===== config.mk =====
export PLATFORM = sky130hd
export DESIGN_NAME = div_ctrl_flat
export DESIGN_NICKNAME = d
export VERILOG_FILES = /design/src/rtl/div_ctrl_if.sv /design/src/rtl/div_ctrl.sv /design/src/flat_wrapper.sv
export SDC_FILE = /design/constraint.sdc
export NUM_CORES = 1
export LEC_CHECK = 0
export BUFFER_PORTS_ARGS = -buffer_cell sky130_fd_sc_hd__buf_2
export CORE_ASPECT_RATIO = 1.4
export CORE_MARGIN = 2
export CORE_UTILIZATION = 46
export CTS_BUF_LIST = sky130_fd_sc_hd__clkbuf_16
export CTS_CLUSTER_SIZE = 25
export DETAILED_ROUTE_END_ITERATION = 8
export PLACE_DENSITY = 0.81
export RECOVER_POWER = 25
export SLEW_MARGIN = 40
export SYNTH_ARGS = -nofsm -noshare
export SYNTH_HDL_FRONTEND = slang
export SYNTH_SLANG_ARGS = --single-unit

===== constraint.sdc =====
create_clock -name clk -period 2.3 [get_ports clk]
set_input_delay 0.23 -clock clk [delete_from_list [all_inputs] [get_ports clk]]
set_output_delay 0.23 -clock clk [all_outputs]
set_load 0.02 [all_outputs]

===== src/rtl/div_ctrl_if.sv =====
// Request/response handshake bundle between the execute pipeline and div_ctrl.
//   req_*  : pipeline -> controller divide request (valid/ready)
//   resp_* : controller -> pipeline result (valid/ready)
// master = pipeline side, slave = controller side.
interface div_ctrl_if #(
  parameter int unsigned XLEN  = 32,
  parameter int unsigned TAG_W = 5
) ();

  logic             req_valid;
  logic             req_ready;
  logic [1:0]       req_op;
  logic [XLEN-1:0]  req_a;
  logic [XLEN-1:0]  req_b;
  logic [TAG_W-1:0] req_rd;

  logic             resp_valid;
  logic             resp_ready;
  logic [XLEN-1:0]  resp_data;
  logic [TAG_W-1:0] resp_rd;

  modport master (
    output req_valid, req_op, req_a, req_b, req_rd, resp_ready,
    input  req_ready, resp_valid, resp_data, resp_rd
  );

  modport slave (
    input  req_valid, req_op, req_a, req_b, req_rd, resp_ready,
    output req_ready, resp_valid, resp_data, resp_rd
  );

endinterface


===== src/rtl/div_ctrl.sv =====
// Issue/sequencing controller for the iterative M-extension divider.
// Accepts DIV/DIVU/REM/REMU, resolves divide-by-zero and signed overflow
// locally, otherwise starts the divider and returns the selected result.
//
// Ports:
//   clk, reset      : clock, synchronous active-high reset
//   bus (slave)     : req_valid/ready/op/a/b/rd, resp_valid/ready/data/rd
//   flush           : kill the pending or in-flight operation
//   busy            : controller not idle
//   div_start       : one-cycle start pulse to the divider
//   div_is_signed   : signed operation
//   div_is_rem      : remainder selected
//   div_dividend    : registered operand a
//   div_divisor     : registered operand b
//   div_result      : divider quotient
//   div_remainder   : divider remainder
//   div_done        : divider completion pulse
//   div_busy        : divider busy
//
// Optional feature: define DIV_CACHE_EN to keep the last divider result and
// answer a repeat of the same operands/signedness without starting the divider.
module div_ctrl #(
  parameter int unsigned XLEN  = 32,
  parameter int unsigned TAG_W = 5
) (
  input  logic            clk,
  input  logic            reset,
  div_ctrl_if.slave       bus,
  input  logic            flush,
  output logic            busy,
  output logic            div_start,
  output logic            div_is_signed,
  output logic            div_is_rem,
  output logic [XLEN-1:0] div_dividend,
  output logic [XLEN-1:0] div_divisor,
  input  logic [XLEN-1:0] div_result,
  input  logic [XLEN-1:0] div_remainder,
  input  logic            div_done,
  input  logic            div_busy
);

  localparam logic [2:0] S_IDLE  = 3'd0;
  localparam logic [2:0] S_ISSUE = 3'd1;
  localparam logic [2:0] S_WAIT  = 3'd2;
  localparam logic [2:0] S_RESP  = 3'd3;
  localparam logic [2:0] S_DRAIN = 3'd4;

  localparam logic [XLEN-1:0] ALL_ONES = {XLEN{1'b1}};
  localparam logic [XLEN-1:0] INT_MIN  = {1'b1, {(XLEN-1){1'b0}}};

  logic [2:0]       state;
  logic [2:0]       state_nxt;
  logic [XLEN-1:0]  resp_data_q;
  logic [TAG_W-1:0] resp_rd_q;

  logic             accept;
  logic             op_signed;
  logic             op_rem;
  logic             b_zero;
  logic             overflow;
  logic             special;
  logic [XLEN-1:0]  special_data;
  logic             hit;
  logic [XLEN-1:0]  hit_data;

  // Handshake and status outputs, all forced low while reset is high
  assign bus.req_ready  = (state == S_IDLE) && !reset && !flush;
  assign bus.resp_valid = (state == S_RESP) && !reset;
  assign bus.resp_data  = resp_data_q;
  assign bus.resp_rd    = resp_rd_q;
  assign busy           = (state != S_IDLE) && !reset;

  assign accept    = bus.req_valid && bus.req_ready;
  assign op_signed = ~bus.req_op[0];
  assign op_rem    = bus.req_op[1];

  // RISC-V divide-by-zero and INT_MIN / -1 results, resolved without the divider
  assign b_zero       = (bus.req_b == XLEN'(0));
  assign overflow     = op_signed && (bus.req_a == INT_MIN) && (bus.req_b == ALL_ONES);
  assign special      = b_zero || overflow;
  assign special_data = b_zero ? (op_rem ? bus.req_a : ALL_ONES)
                               : (op_rem ? XLEN'(0) : bus.req_a);

`ifdef DIV_CACHE_EN
  logic            c_valid;
  logic            c_signed;
  logic [XLEN-1:0] c_a;
  logic [XLEN-1:0] c_b;
  logic [XLEN-1:0] c_q;
  logic [XLEN-1:0] c_r;

  // Quotient and remainder are both kept, so DIV and REM forms share an entry
  assign hit      = c_valid && (bus.req_a == c_a) && (bus.req_b == c_b) &&
                    (op_signed == c_signed);
  assign hit_data = op_rem ? c_r : c_q;

  // Any completed divide refreshes the entry, including one drained after flush
  always_ff @(posedge clk) begin
    if (reset) begin
      c_valid  <= 1'b0;
      c_signed <= 1'b0;
      c_a      <= '0;
      c_b      <= '0;
      c_q      <= '0;
      c_r      <= '0;
    end else if (div_done && ((state == S_WAIT) || (state == S_DRAIN))) begin
      c_valid  <= 1'b1;
      c_signed <= div_is_signed;
      c_a      <= div_dividend;
      c_b      <= div_divisor;
      c_q      <= div_result;
      c_r      <= div_remainder;
    end
  end
`else
  assign hit      = 1'b0;
  assign hit_data = '0;
`endif

  // State register
  always_ff @(posedge clk) begin
    if (reset) begin
      state <= S_IDLE;
    end else begin
      state <= state_nxt;
    end
  end

  // Next-state and start pulse; flush outranks div_done
  always_comb begin
    state_nxt = state;
    div_start = 1'b0;
    case (state)
      S_IDLE: begin
        if (accept) begin
          state_nxt = (special || hit) ? S_RESP : S_ISSUE;
        end
      end
      S_ISSUE: begin
        if (flush) begin
          state_nxt = S_IDLE;
        end else if (!div_busy) begin
          div_start = 1'b1;
          state_nxt = S_WAIT;
        end
      end
      S_WAIT: begin
        if (flush) begin
          state_nxt = div_done ? S_IDLE : S_DRAIN;
        end else if (div_done) begin
          state_nxt = S_RESP;
        end
      end
      S_RESP: begin
        if (flush || bus.resp_ready) begin
          state_nxt = S_IDLE;
        end
      end
      S_DRAIN: begin
        if (div_done) begin
          state_nxt = S_IDLE;
        end
      end
      default: state_nxt = S_IDLE;
    endcase
    if (reset) begin
      state_nxt = S_IDLE;
      div_start = 1'b0;
    end
  end

  // Operand/tag capture at accept and result capture
  always_ff @(posedge clk) begin
    if (reset) begin
      div_dividend  <= '0;
      div_divisor   <= '0;
      div_is_signed <= 1'b0;
      div_is_rem    <= 1'b0;
      resp_rd_q     <= '0;
      resp_data_q   <= '0;
    end else begin
      if (accept) begin
        div_dividend  <= bus.req_a;
        div_divisor   <= bus.req_b;
        div_is_signed <= op_signed;
        div_is_rem    <= op_rem;
        resp_rd_q     <= bus.req_rd;
        if (special) begin
          resp_data_q <= special_data;
        end else if (hit) begin
          resp_data_q <= hit_data;
        end
      end
      if ((state == S_WAIT) && div_done && !flush) begin
        resp_data_q <= div_is_rem ? div_remainder : div_result;
      end
    end
  end

endmodule


===== src/flat_wrapper.sv =====
// flat-port wrapper written by rule: the top's interface ports become plain ports
module div_ctrl_flat 
#(
  parameter int unsigned XLEN  = 32,
  parameter int unsigned TAG_W = 5
)
  (clk, reset, flush, busy, div_start, div_is_signed, div_is_rem, div_dividend, div_divisor, div_result, div_remainder, div_done, div_busy, bus_req_valid, bus_req_op, bus_req_a, bus_req_b, bus_req_rd, bus_resp_ready, bus_req_ready, bus_resp_valid, bus_resp_data, bus_resp_rd);
  div_ctrl_if #(.XLEN(XLEN), .TAG_W(TAG_W)) bus_i ();
  input  logic clk;
  input  logic reset;
  input  logic flush;
  output logic busy;
  output logic div_start;
  output logic div_is_signed;
  output logic div_is_rem;
  output logic [XLEN-1:0] div_dividend;
  output logic [XLEN-1:0] div_divisor;
  input  logic [XLEN-1:0] div_result;
  input  logic [XLEN-1:0] div_remainder;
  input  logic div_done;
  input  logic div_busy;
  input wire logic [$bits(bus_i.req_valid)-1:0] bus_req_valid;
  input wire logic [$bits(bus_i.req_op)-1:0] bus_req_op;
  input wire logic [$bits(bus_i.req_a)-1:0] bus_req_a;
  input wire logic [$bits(bus_i.req_b)-1:0] bus_req_b;
  input wire logic [$bits(bus_i.req_rd)-1:0] bus_req_rd;
  input wire logic [$bits(bus_i.resp_ready)-1:0] bus_resp_ready;
  output wire logic [$bits(bus_i.req_ready)-1:0] bus_req_ready;
  output wire logic [$bits(bus_i.resp_valid)-1:0] bus_resp_valid;
  output wire logic [$bits(bus_i.resp_data)-1:0] bus_resp_data;
  output wire logic [$bits(bus_i.resp_rd)-1:0] bus_resp_rd;
  assign bus_i.req_valid = bus_req_valid;
  assign bus_i.req_op = bus_req_op;
  assign bus_i.req_a = bus_req_a;
  assign bus_i.req_b = bus_req_b;
  assign bus_i.req_rd = bus_req_rd;
  assign bus_i.resp_ready = bus_resp_ready;
  assign bus_req_ready = bus_i.req_ready;
  assign bus_resp_valid = bus_i.resp_valid;
  assign bus_resp_data = bus_i.resp_data;
  assign bus_resp_rd = bus_i.resp_rd;
  div_ctrl #(.XLEN(XLEN), .TAG_W(TAG_W)) u_core (.clk(clk), .reset(reset), .bus(bus_i), .flush(flush), .busy(busy), .div_start(div_start), .div_is_signed(div_is_signed), .div_is_rem(div_is_rem), .div_dividend(div_dividend), .div_divisor(div_divisor), .div_result(div_result), .div_remainder(div_remainder), .div_done(div_done), .div_busy(div_busy));
endmodule

==> impl_metrics.yaml <==
status:
  outcome: "completed"
floorplanning:
  num_io_pins: 249
  dieArea_um2: 11400
  coreArea_um2: 10300
  num_rows: 44
  die_w_um: 90.7
  start_util_pct: 47.1
  die_h_um: 125
grt:
  use_met1_pct: 35.1
  grt_pass1_wl_mm: 27.2
  grt.total_usage_pct: 29.8
  grt_max_degree: 51
  grt_pass1_vias: 5406
  grt-ovfl-total: 0
  antenna_found_initial: 0
  gr-usage-met3_pct: 5.72
  met2_usage_pct: 54.5
  top_usage_layer: "met2"
clock_network:
  clk_latency_ps: 340
  clock-root-buffer: "clkbuf_16"
  htreeDepth: 3
  cts_tree: "done"
  path_clk_slew_ps: 70
  postCtsHoldBufs: 0
  post-cts-setup-buffers: 0
  ctsResizeCount: 0
  cts_buffers: 9
  cts_buffer_depth: 2
  cts.sink_count: 106
timing:
  worstMarginPinSlew_ps: 671
  slew_headroom_pct: 55.2
  finClkSkew_ps: 12.4
  post-route-min-period_ps: 2190
  finalHoldViolations: 0
  setup_viol: 0
  fmax_mhz: 456
  timing.setup.tns_ps: 0
  hold_slack_ps: 54.1
  layout_setup_ws_ps: 108
  rsz0062_at_grt: "false"
  post-route-period-util_pct: 95.3
  drv_slew: 0
logic_synthesis:
  syn_area_per_cell_um2: 7.99
  ys_top_cells_by_area: "dfxtp_1, nand2_1, nand3_1"
  synth_edf_count: 0
  yosysTopAreaCellShare_pct: 43.8
  synth-seq-cells: 106
  synth_area_leader_cell: "dfxtp_1"
  ys_seq_area_share_pct: 43.8
  async_flop_share_pct: 0
  yosysMostFrequentCell: "nand2_1"
  synth_flop_cell: "dfxtp_1"
  synth_nets: 748
  ys_warn_count: 0
  synthDistinctLibCells: 34
  yosys-top-cells-count: "nand2_1, dfxtp_1, nand3_1"
  synth_area_um2: 4840
  syn_inst: 606
power_and_ir_drop:
  p_clk_share_pct: 38.8
  swShare_pct: 25.6
  netSwitchingPower_mw: 1.06
  leakagePower_nw: 3.09
  power_mw: 4.13
  combPwrFrac_pct: 14.0
  powerDensity_nw_per_um2: 630
  pwr-share-seq_pct: 47.2
  ir_worst_vdd_mv: 0.470
  intPower_mw: 3.07
critical_path:
  crit_family: "simple AND/OR/NAND/NOR gates"
  critPathMaxFanout: 20
  worst-endpoint-arrival_ps: 2460
  critPathMaxStageDelay_ps: 600
  cp-start-kind: "input port"
  cp-end-kind: "flip-flop"
  worst_path_max_delay_cell: "or4_1"
  crit_chain: "buf_2, or4_1, nor4_1, nand4_1, nor3_4, buf_4, o41ai_1, a21oi_1"
  cp_num_buf_inv: 2
  reg2reg_slack_ps: 280
  worstSetupPathType: "in -> reg"
  critPathRequiredTime_ps: 2560
cells_and_area:
  antennaDiodeCount: 0
  final_net_count: 976
  drive_above_1_share_pct: 29.2
  area_growth_pct: 35.3
routing:
  viasPerCell: 5.75
  vias: 5619
  ant_nets: 0
  routed_wirelength_mm: 17.6
  first_pass_iters: 5
  drt_iter0_markers: 374
  drcViolationCount: 0
  wl_per_cell_um: 18.0
place:
  detailed_place_hpwl_mm: 13.1
  port_buffers: 248
  place_ws_ps: -272
  gp_congestion: 0.842
worst_hold_path:
  min_path_type: "in -> reg"
run:
  maxCapViolCount: 0
[final timing paths]
path / from / endpoint / cells past startpoint
worst max-delay path: bus_req_a[9] / u_core.bus.resp_data[7] / 8
worst min-delay path: div_done / u_core.state[2] / 2
worst max register to register: u_core.state[0] / u_core.bus.resp_data[7] / 7
worst min register to register: u_core.div_divisor[14] / u_core.div_divisor[14] / 2
[cell families after synthesis]
logic type	Yosys count	share of synthesized area, %
buf+inv	61	5.06
flops	106	43.8
mux	34	7.05
simple gates	300	28.0
compound gates	105	16.0
[worst reg2reg max path, stage by stage, from the launching register on]
cell and delay, ps:
dfxtp_1 390, nor2_1 290, and3b_1 270, nand2_2 140, nor3_4 240, buf_4 290, o41ai_1 110, a21oi_1 200
[registers in the layout, summed over array words and instances (netlist names)]
signal / cells
u_core.bus.resp_data: 32
u_core.div_dividend: 32
u_core.state: 3
u_core.div_is_rem: 1
u_core.div_divisor: 32
u_core.bus.resp_rd: 5
u_core.div_is_signed: 1
[cell usage in the layout, fill, tap and decap left out, types with 3 or more instances in the layout]
cell,netlist,final
clkbuf_1,43,53
nand4_1,7,7
o41ai_1,32,32
dfxtp_1,106,105
clkbuf_16,0,9
a311oi_1,32,32
nor4_1,13,13
buf_2,4,195
nor2_1,39,38
or4_1,4,4
a21oi_1,35,35
nand4b_1,3,3
buf_4,3,22
buf_12,0,5
inv_1,3,3
nand2_1,146,145
nand3_1,73,73
or4b_1,3,3
mux2i_1,33,33
[power by group through the flow]
stage	Sequential, mW	Clock, mW	Combinational, mW
2_1_floorplan	2.06	0	0.203
3_3_place_gp	1.98	0	0.570
3_5_place_dp	1.99	0	0.584
4_1_cts	1.95	1.62	0.586
5_1_grt	1.96	1.70	0.620
6_report	1.95	1.60	0.577
[area by class of cell]
cell class              instances  area (um^2)
multi-input cells             439         2490
repair buffers                275         1440
fillers                       926         3740
flip-flops and latches        106         2120
clock buffers                   9          225
clock inverters                 7         85.1
inverters                       3         11.3
well taps                     138          173
[metrics by stage]
stage	cell area, um^2	utilization (%)	cells
finish	6550	63.6	977
global route	6550	63.6	977
CTS	6620	64.3	977
detailed placement	6310	61.3	961
global placement	6310	61.3	961
floorplan	4840	-	606
[per-layer routing]
| layer | wire length (um) | up-vias |
|---|---|---|
| met1 | 6740 | 2633 |
| met5 | 0 | - |
| met2 | 9230 | 303 |
| met3 | 1310 | 27 |
| li1 | - | 2656 |
| met4 | 283 | 0 |
No activity file was read; power rests on OpenSTA's default activity.
